==> src/rtl/load_pkg.sv <==
// Shared definitions for the load/writeback unit: load-type encodings,
// FSM state encoding and a small funct3 legality helper.
package load_pkg;

  localparam logic [2:0] F3_LB  = 3'b000;
  localparam logic [2:0] F3_LH  = 3'b001;
  localparam logic [2:0] F3_LW  = 3'b010;
  localparam logic [2:0] F3_LBU = 3'b100;
  localparam logic [2:0] F3_LHU = 3'b101;

  typedef enum logic [1:0] {
    S_IDLE = 2'd0,
    S_REQ  = 2'd1,
    S_WB   = 2'd2
  } load_state_e;

  // True when funct3 names one of the five supported load types.
  function automatic logic funct3_legal(input logic [2:0] f3);
    logic legal_v;
    case (f3)
      F3_LB, F3_LH, F3_LW, F3_LBU, F3_LHU: legal_v = 1'b1;
      default:                             legal_v = 1'b0;
    endcase
    return legal_v;
  endfunction

endpackage

==> src/rtl/load_writeback_if.sv <==
// Data-memory read port: the load unit requests a word, memory acknowledges
// with the read data in the same cycle as mem_ack.
interface load_writeback_if;

  logic        mem_req;
  logic [31:0] mem_addr;
  logic        mem_ack;
  logic [31:0] mem_rdata;

  modport master (
    output mem_req,
    output mem_addr,
    input  mem_ack,
    input  mem_rdata
  );

  modport slave (
    input  mem_req,
    input  mem_addr,
    output mem_ack,
    output mem_rdata
  );

endinterface

==> src/rtl/load_align.sv <==
// Pure combinational load aligner: picks the addressed byte/half/word out of
// a little-endian memory word, sign- or zero-extends it, and flags loads
// that are misaligned for their size or use an unsupported funct3.
module load_align
  import load_pkg::*;
(
  input  logic [31:0] rdata,
  input  logic [1:0]  addr,
  input  logic [2:0]  funct3,
  output logic [31:0] result,
  output logic        misaligned,
  output logic        illegal
);

  logic [7:0]  byte_s;
  logic [15:0] half_s;

  // Lane select: the byte and half-word addressed by the low address bits.
  always_comb begin
    byte_s = 8'h00;
    case (addr)
      2'd0:    byte_s = rdata[7:0];
      2'd1:    byte_s = rdata[15:8];
      2'd2:    byte_s = rdata[23:16];
      2'd3:    byte_s = rdata[31:24];
      default: byte_s = rdata[7:0];
    endcase
    if (addr[1]) begin
      half_s = rdata[31:16];
    end else begin
      half_s = rdata[15:0];
    end
  end

  // Extension and alignment checks per load type; unknown types yield zero.
  always_comb begin
    result     = 32'h0000_0000;
    misaligned = 1'b0;
    illegal    = ~funct3_legal(funct3);
    case (funct3)
      F3_LB:  result = {{24{byte_s[7]}}, byte_s};
      F3_LBU: result = {24'h00_0000, byte_s};
      F3_LH: begin
        result     = {{16{half_s[15]}}, half_s};
        misaligned = addr[0];
      end
      F3_LHU: begin
        result     = {16'h0000, half_s};
        misaligned = addr[0];
      end
      F3_LW: begin
        result     = rdata;
        misaligned = (addr != 2'b00);
      end
      default: result = 32'h0000_0000;
    endcase
  end

endmodule

==> src/rtl/load_writeback.sv <==
// Load unit between execute and the register-file write port. Accepts one
// load at a time, fetches the word over a req/ack handshake, aligns and
// extends it, then writes the register file for a single cycle. The PC is
// stalled while a load is in flight.
module load_writeback
  import load_pkg::*;
(
  input  logic                    clk,
  input  logic                    rst,
  input  logic                    load_valid,
  input  logic [2:0]              load_funct3,
  input  logic [31:0]             load_addr,
  input  logic [4:0]              load_rd,
  output logic                    stall,
  output logic                    load_fault,
  load_writeback_if.master        mem,
  output logic                    write_reg,
  output logic [4:0]              target_reg,
  output logic [31:0]             write_rd_data
);

  load_state_e state_r;
  load_state_e next_state_s;

  logic [31:0] addr_r;
  logic [2:0]  funct3_r;
  logic [4:0]  rd_r;

  logic [1:0]  align_addr_s;
  logic [2:0]  align_funct3_s;
  logic [31:0] align_result_s;
  logic        misaligned_s;
  logic        illegal_s;

  logic        capture_s;
  logic        complete_s;
  logic        stall_s;
  logic        fault_s;

  // Aligner input select: live instruction while idle (for the accept-time
  // legality check), captured load otherwise (for data extraction).
  always_comb begin
    if (state_r == S_IDLE) begin
      align_addr_s   = load_addr[1:0];
      align_funct3_s = load_funct3;
    end else begin
      align_addr_s   = addr_r[1:0];
      align_funct3_s = funct3_r;
    end
  end

  load_align u_align (
    .rdata      (mem.mem_rdata),
    .addr       (align_addr_s),
    .funct3     (align_funct3_s),
    .result     (align_result_s),
    .misaligned (misaligned_s),
    .illegal    (illegal_s)
  );

  // Next-state and control decode for the IDLE -> REQ -> WB sequence.
  always_comb begin
    next_state_s = state_r;
    capture_s    = 1'b0;
    complete_s   = 1'b0;
    stall_s      = 1'b0;
    fault_s      = 1'b0;
    case (state_r)
      S_IDLE: begin
        if (load_valid) begin
          if (misaligned_s || illegal_s) begin
            fault_s = 1'b1;
          end else begin
            stall_s      = 1'b1;
            capture_s    = 1'b1;
            next_state_s = S_REQ;
          end
        end else begin
          next_state_s = S_IDLE;
        end
      end
      S_REQ: begin
        stall_s = 1'b1;
        if (mem.mem_ack) begin
          complete_s   = 1'b1;
          next_state_s = S_WB;
        end else begin
          next_state_s = S_REQ;
        end
      end
      S_WB: begin
        next_state_s = S_IDLE;
      end
      default: begin
        next_state_s = S_IDLE;
      end
    endcase
  end

  // State register plus load capture and writeback result registers.
  always_ff @(posedge clk or posedge rst) begin
    if (rst) begin
      state_r       <= S_IDLE;
      addr_r        <= 32'h0000_0000;
      funct3_r      <= 3'b000;
      rd_r          <= 5'd0;
      target_reg    <= 5'd0;
      write_rd_data <= 32'h0000_0000;
    end else begin
      state_r <= next_state_s;
      if (capture_s) begin
        addr_r   <= load_addr;
        funct3_r <= load_funct3;
        rd_r     <= load_rd;
      end
      if (complete_s) begin
        target_reg    <= rd_r;
        write_rd_data <= align_result_s;
      end
    end
  end

  // Combinational status outputs are held low while reset is applied so an
  // aborted load cannot stall or fault during reset.
  assign stall      = stall_s & ~rst;
  assign load_fault = fault_s & ~rst;

  // Handshake and write enable decoded from the registered state; x0 is
  // never written.
  assign mem.mem_req  = (state_r == S_REQ);
  assign mem.mem_addr = {addr_r[31:2], 2'b00};
  assign write_reg    = (state_r == S_WB) && (rd_r != 5'd0);

endmodule

==> src/flat_wrapper.sv <==
// flat-port wrapper written by rule: the top's interface ports become plain ports
module load_writeback_flat import load_pkg::*;
  (clk, rst, load_valid, load_funct3, load_addr, load_rd, stall, load_fault, write_reg, target_reg, write_rd_data, mem_mem_req, mem_mem_addr, mem_mem_ack, mem_mem_rdata);
  load_writeback_if mem_i ();
  input  logic clk;
  input  logic rst;
  input  logic load_valid;
  input  logic [2:0] load_funct3;
  input  logic [31:0] load_addr;
  input  logic [4:0] load_rd;
  output logic stall;
  output logic load_fault;
  output logic write_reg;
  output logic [4:0] target_reg;
  output logic [31:0] write_rd_data;
  output wire logic [$bits(mem_i.mem_req)-1:0] mem_mem_req;
  output wire logic [$bits(mem_i.mem_addr)-1:0] mem_mem_addr;
  input wire logic [$bits(mem_i.mem_ack)-1:0] mem_mem_ack;
  input wire logic [$bits(mem_i.mem_rdata)-1:0] mem_mem_rdata;
  assign mem_mem_req = mem_i.mem_req;
  assign mem_mem_addr = mem_i.mem_addr;
  assign mem_i.mem_ack = mem_mem_ack;
  assign mem_i.mem_rdata = mem_mem_rdata;
  load_writeback u_core (.clk(clk), .rst(rst), .load_valid(load_valid), .load_funct3(load_funct3), .load_addr(load_addr), .load_rd(load_rd), .stall(stall), .load_fault(load_fault), .mem(mem_i), .write_reg(write_reg), .target_reg(target_reg), .write_rd_data(write_rd_data));
endmodule
==> config.mk <==
export PLATFORM = sky130hd
export DESIGN_NAME = load_writeback_flat
export DESIGN_NICKNAME = d
export VERILOG_FILES = /design/src/rtl/load_pkg.sv /design/src/rtl/load_writeback_if.sv /design/src/rtl/load_align.sv /design/src/rtl/load_writeback.sv /design/src/flat_wrapper.sv
export SDC_FILE = /design/constraint.sdc
export NUM_CORES = 1
export LEC_CHECK = 0
export CORE_AREA = 2 2 107 99
export CTS_CLUSTER_DIAMETER = 150
export CTS_CLUSTER_SIZE = 40
export DETAILED_ROUTE_END_ITERATION = 8
export DIE_AREA = 0 0 109 101
export MAX_ROUTING_LAYER = met4
export PLACE_DENSITY = 0.76
export SLEW_MARGIN = 10
export SYNTH_ARGS = -nofsm -noshare
export SYNTH_HDL_FRONTEND = slang
export SYNTH_SLANG_ARGS = --single-unit
==> constraint.sdc <==
create_clock -name clk -period 2.3 [get_ports clk]
set_clock_uncertainty 0.05 [all_clocks]
set_input_delay 0.345 -clock clk [delete_from_list [all_inputs] [get_ports clk]]
set_output_delay 0.345 -clock clk [all_outputs]
set_load 0.005 [all_outputs]
==> impl_results.md, run 1 <==
* Crit-path max FO at 6
* Ys Warns at 0
* Part of the cycle the worst path needs at 106%
* Async SR Flop Fraction at 100%
* Yosys reg bits at 79
* Initial Utilization at 39.1%
* Die H at 101 um
* Final antenna diode count at 0
* Placement Rows at 35
* Initial antenna violation count at 0
* Critical path arrival at 2040 ps
* Largest net degree at the start of global routing at 42
* Largest registers: u_core.addr_r (32), u_core.write_rd_data (32)
* Port Buffers at 146
* Synth unique cells at 45
* CTS Root Cell: clkbuf_8
* Fmax achieved at 410 MHz
* Crit Path Category: register to output port
* Seq/Total Area, Yosys at 50.9%
* Final std cells w/o fill at 647
* Net count, final at 590
* Drt first-iter violations at 233
* Hold Fails Final Rpt at 0
* Setup TNS at -259 ps
* Top-count cell post-synth: dfrtp_1
* Critical path required time at 1900 ps
* Max clock buf depth at 2
* I/O pin count at 149
* Core Region at 0.00994 mm^2
* EDFF count, synth at 0
* Final Wtd Congestion at 0.912
* Tmin final at 2440 ps
* RSZ-0062 raised after global routing: true
* Reg clk slew, reported paths at 80 ps
* Mean Syn Cell Area at 11.2 um^2
* Post-synthesis instance area at 0.00389 mm^2
* Total Power at 7780 uW
* Cell taking the most area after synthesis: dfrtp_1
* Layout area overhead at 56.5%
* Die Area at 0.0110 mm^2
* Global-route wire length before repair at 17500 um
* Maximum VDD drop at 556 uV
* Vias in the first global route at 3516
* Share of the synthesized area in the top cell type at 50.9%
* Startpoint Class: register
* Worst Hold Class: register to register
* First-pass DRT Iterations at 5
* Top_reg_cell synth: dfrtp_1
* P per Cell Area at 1280 mW/mm^2
* CTS tree: done
* GRT Total Usage at 20.9%
* Clock latency on the worst-skew pair at 350 ps
* Via density per instance at 5.38
* Routed Antenna Nets at 0
* Hold Buf Count CTS at 0
* Status: finished, violations left
* Mapped Cells at 348
* DR vias at 3480
* Post-synth top cells: 79 x dfrtp_1, 43 x mux2_2, 32 x buf_4
* Slew Viols, Final at 0
* Critical path capture point type: output port
* Inst Count DP at 615
* Final setup viols at 2
* Max cap viols at 0
* DR WL/cell at 18.6 um
* # DRC at 0
* Violated checks: negative setup slack
* Clock tree sinks at 79
* GR Overflow Total at 0
* H-tree depth at 3
* Setup WS post-layout at -139 ps
* Pleak at 0.00263 uW
* Cts bufs inserted at 9
* Die width at 109 um
* Fraction of layout cells with a size suffix above 1 at 27.2%
* DP HPWL at 8170 um
* DRT Wirelength at 12000 um
* Synth top area cells: dfrtp_1 51%, mux2_2 12%, buf_4 6.2%
## worst max-delay path, cell delays in order (launching register included)
cell,delay (ps)
dfrtp_2,470
buf_6,150
nor4_4,300
a21o_1,220
a21oi_4,90
a211oi_4,210
o21a_1,160
buf_2,110
## cells in the final DEF (no fill, tap or decap), types with 2 or more instances in the layout
cell / n
dfrtp_2: 2
buf_6: 5
nand3_1: 25
o22ai_1: 3
o21ai_0: 9
a221oi_1: 6
mux2_2: 43
inv_1: 4
conb_1: 2
bufinv_16: 3
a22oi_1: 22
dfrtp_1: 77
clkbuf_8: 9
a221oi_2: 2
buf_12: 5
nor2_1: 13
nor3_1: 2
clkbuf_16: 4
o21a_1: 3
a21oi_1: 5
a22oi_2: 2
clkinvlp_4: 2
nand2_2: 2
mux2_1: 3
nand2_1: 31
a21o_1: 2
clkdlybuf4s50_1: 143
o211ai_1: 7
buf_4: 42
buf_2: 3
mux2i_1: 3
o21ai_1: 5
## power by group
group | internal (uW) | switching [uW]
clock network | 719 | 497
registers | 2070 | 414
logic | 2440 | 1640
total | 5230 | 2550
## metrics by stage
stage               cell area [um^2]  hold WS (ps)  setup slack [ps]  utilization, %
floorplan                       3890           398               157               -
CTS                             5860           446             -69.9            58.9
global placement                5530           414              -438            55.6
global route                    6080           464              -231            61.2
finish                          6080           440              -139            61.2
detailed placement              5530           417              -515            55.6
## area by class of cell
cell class,instances,area (um^2)
flip-flops and latches,79,1980
clock buffers,10,128
clock inverters,5,106
multi-input cells,215,1640
inverters,5,22.5
fillers,790,3860
well taps,129,161
repair buffers,204,2040
## metal layers
metal,vias up,part of all wire (%),track usage [%]
met1,1714,40,25.2
met5,-,0,-
met2,173,51,34.7
met3,31,6.5,3.56
li1,1562,-,-
met4,0,2.6,8.38
## repair_timing
action,in CTS,in global routing
resized for setup,27,15
cloned,0,6
pin swaps,8,3
setup buffers,6,5
setup endpoints to repair,43,72
## logic make-up after synthesis
family | Yosys count | share of synthesized area, %
DFF | 79 | 50.9
muxes | 49 | 14.1
other | 1 | 0.0965
and+or+nand+nor | 89 | 11.2
AOI/OAI and AO/OA | 75 | 14.3
buffers and inverters | 55 | 9.46
## path summary, 6_finish.rpt
kind	start	to	slack, ps	depth (start not counted)
min in group asynchronous	rst	u_core.write_rd_data[15]	450	3
worst min-delay path	u_core.target_reg[2]	u_core.target_reg[2]	440	2
worst max register to register	u_core.state_r[1]	u_core.addr_r[24]	10	8
worst min register to register	u_core.target_reg[2]	u_core.target_reg[2]	440	2
worst max-delay path	u_core.state_r[1]	stall	-140	7
max in group asynchronous	rst	u_core.state_r[0]	1380	3
No activity file was read; power rests on OpenSTA's default activity.
==> inputs of run 2 (changes only) <==
--- a/config.mk
+++ b/config.mk
@@ -11,4 +11,5 @@
 export DETAILED_ROUTE_END_ITERATION = 8
 export DIE_AREA = 0 0 109 101
+export GPL_ROUTABILITY_DRIVEN = 0
 export MAX_ROUTING_LAYER = met4
 export PLACE_DENSITY = 0.76
==> constraint.sdc (replaced) <==
create_clock -name clk -period 2.3 [get_ports clk]
set_clock_uncertainty 0.05 [all_clocks]
set_input_delay 0.23 -clock clk [delete_from_list [all_inputs] [get_ports clk]]
set_output_delay 0.23 -clock clk [all_outputs]
set_load 0.005 [all_outputs]
==> run 2 against run 1 <==
Compared with the run above:
- the flow still finishes with violations (negative setup slack)
- cell count fell by 0.77%
- clock power fell by 8%
- die area did not move
- hold slack got worse by 190 ps
- combinational power fell by 5%
- global-route usage rose by 0.47 points
- cell area fell by 2.7%
- critical path type unchanged
- largest cell class is now sequential cells
==> impl_results.md, run 2 (synthesis results as in run 1) <==
* DR vias at 3374 (was 3480)
* Cts bufs inserted at 9 (unchanged)
* Net count, final at 585 (was 590)
* Number of buffer and inverter stages on the critical path at 2 (unchanged)
* Drt first-iter violations at 153 (was 233)
* Fraction of layout cells with a size suffix above 1 at 25.9% (was 27.2%)
* Final setup viols at 14 (was 2)
* H-tree depth at 3 (unchanged)
* Fmax achieved at 430 MHz (was 410 MHz)
* Largest registers: u_core.addr_r (32), u_core.write_rd_data (32) (unchanged)
* Setup WS post-layout at -25.1 ps (was -139 ps)
* Pleak at 0.00255 uW (was 0.00263 uW)
* Part of the cycle the worst path needs at 101% (was 106%)
* Pre-CTS WS at -259 ps (was -515 ps)
* CTS Root Cell: clkbuf_8 (unchanged)
* RSZ-0062 raised after global routing: true (unchanged)
* P per Cell Area at 1270 mW/mm^2 (was 1280 mW/mm^2)
* I/O pin count at 149 (unchanged)
* Setup crit end: stall (unchanged)
* Die H at 101 um (unchanged)
* Crit Path Category: register to output port (unchanged)
* Port Buffers at 146 (unchanged)
* Tmin final at 2330 ps (was 2440 ps)
* CP delay by family, top: compound AO/OA/AOI/OAI gates (unchanged)
* Critical path capture point type: output port (unchanged)
* Layout area overhead at 52.3% (was 56.5%)
* Critical path required time at 2020 ps (was 1900 ps)
* Smallest hold slack at 255 ps (was 440 ps)
* CTS tree: done (unchanged)
* Total Power at 7500 uW (was 7780 uW)
* Startpoint Class: register (unchanged)
* Violated checks: negative setup slack (unchanged)
* Commonest cells after routing, fill and taps aside: 144 x clkdlybuf4s50_1, 77 x dfrtp_1, 46 x buf_4, 43 x mux2_2, 31 x nand2_1 (was 143 x clkdlybuf4s50_1, 77 x dfrtp_1, 43 x mux2_2, 42 x buf_4, 31 x nand2_1)
* DRT Wirelength at 11300 um (was 12000 um)
* Global-route wire length before repair at 17900 um (was 17500 um)
* Largest net degree at the start of global routing at 26 (was 42)
* Clock latency on the worst-skew pair at 340 ps (was 350 ps)
* Critical-path top delay cell: dfrtp_2 (unchanged)
* Clock tree sinks at 79 (unchanged)
* Placement Rows at 35 (unchanged)
* GRT Total Usage at 21.3% (was 20.9%)
* Max cap viols at 0 (unchanged)
* Hold Fails Final Rpt at 0 (unchanged)
* First-pass DRT Iterations at 5 (unchanged)
* Via density per instance at 5.26 (was 5.38)
* Crit-path max FO at 6 (unchanged)
* Worst reg-to-reg setup slack at -30 ps (was 10 ps)
* DR WL/cell at 17.6 um (was 18.6 um)
* Vias in the first global route at 3599 (was 3516)
* Worst path max stage delay at 470 ps (about the same)
* Critical path arrival at 2050 ps (was 2040 ps)
* Die width at 109 um (unchanged)
* Status: finished, violations left (unchanged)
* FF-to-FF End: u_core.write_rd_data[5] (was u_core.addr_r[24])
* Final std cells w/o fill at 642 (was 647)
* Max clock buf depth at 2 (unchanged)
* R2r worst-path depth at 6 (was 8)
* CP Cell Sequence: buf_6 > nor4_4 > a21o_1 > a21oi_2 > a211oi_4 > o21a_1 > buf_2 (was buf_6 > nor4_4 > a21o_1 > a21oi_4 > a211oi_4 > o21a_1 > buf_2)
* Maximum VDD drop at 661 uV (was 556 uV)
* Die Area at 0.0110 mm^2 (unchanged)
* CP startpoint: u_core.state_r[0] (was u_core.state_r[1])
* Most common cell after layout, fill and taps aside: clkdlybuf4s50_1 (unchanged)
* Final antenna diode count at 0 (unchanged)
* Routed Antenna Nets at 0 (unchanged)
* Reg clk slew, reported paths at 90 ps (was 80 ps)
* Setup TNS at -91.5 ps (was -259 ps)
* Slew Viols, Final at 0 (unchanged)
* Reg2Reg Launch Point: u_core.state_r[0] (was u_core.state_r[1])
* Hold Buf Count CTS at 0 (unchanged)
* Levels on crit path at 7 (unchanged)
* GR Overflow Total at 0 (unchanged)
* DP HPWL at 8290 um (was 8170 um)
* Core Region at 0.00994 mm^2 (unchanged)
* Initial Utilization at 39.1% (unchanged)
* # DRC at 0 (unchanged)
* Inst Count DP at 617 (was 615)
* Initial antenna violation count at 0 (unchanged)
* Worst Hold Class: primary input to async pin (was register to register)
## run 2: cell count changes in the layout (fill, tap and decap cells not counted), sizes merged
cell	delta
bufinv	-1
inv	-1
clkdlybuf4s50	+1
clkinv	+1
buf	-3
clkinvlp	+1
clkbuf	-2
dlygate4sd2	-1
## run 2: layout make-up
| cell class | count | area [um^2] |
|---|---|---|
| fillers | 836 | 4020 |
| well taps | 129 | 161 |
| inverters | 5 | 22.5 |
| repair buffers | 199 | 1930 |
| clock buffers | 10 | 128 |
| clock inverters | 5 | 83.8 |
| multi-input cells | 215 | 1610 |
| flip-flops and latches | 79 | 1980 |
## run 2: worst min-delay path by stage
stage                         startpoint                   end  cells past startpoint
floorplan                  load_addr[24]     u_core.addr_r[24]                      1
global placement          u_core.rd_r[1]  u_core.target_reg[1]                      2
detailed placement  u_core.target_reg[2]  u_core.target_reg[2]                      2
CTS                                  rst     u_core.state_r[0]                      2
global route                         rst     u_core.state_r[0]                      2
finish                               rst     u_core.state_r[0]                      2
## run 2: worst reg2reg max path, cell delays in order, from the launching register on
cell,delay [ps]
dfrtp_2,470
buf_4,160
or4b_1,610
o21ai_4,160
mux2_2,380
a22oi_1,230
o211ai_1,120
## run 2: repair_timing
item                       in CTS  in global routing
gates cloned                    0                  1
buffers inserted                7                  2
hold endpoints to repair        0                  0
resized for setup              19                 15
pin swaps                       3                  3
setup endpoints to repair      44                 52
## run 2: metal layers
layer / GRT usage [%] / vias up / routed length [um]
met5: - / - / 0
met4: 9.07 / 0 / 297
met3: 2.78 / 24 / 539
met1: 26.6 / 1663 / 4720
met2: 34.9 / 129 / 5760
li1: - / 1558 / -
## run 2: through the flow
step                utilization [%]  instance area (um^2)
global placement               55.6                  5530
global route                   59.5                  5920
CTS                            58.8                  5840
detailed placement             55.6                  5530
floorplan                         -                  3890
finish                         59.5                  5920
## run 2: report_power, final
group / internal (uW) / leakage (uW) / total, uW / switching, uW
combinational: 2360 / 0.00148 / 3890 / 1540
clock: 608 / 0.0000986 / 1120 / 509
sequential: 2070 / 0.000969 / 2490 / 423
total: 5040 / 0.00255 / 7500 / 2470
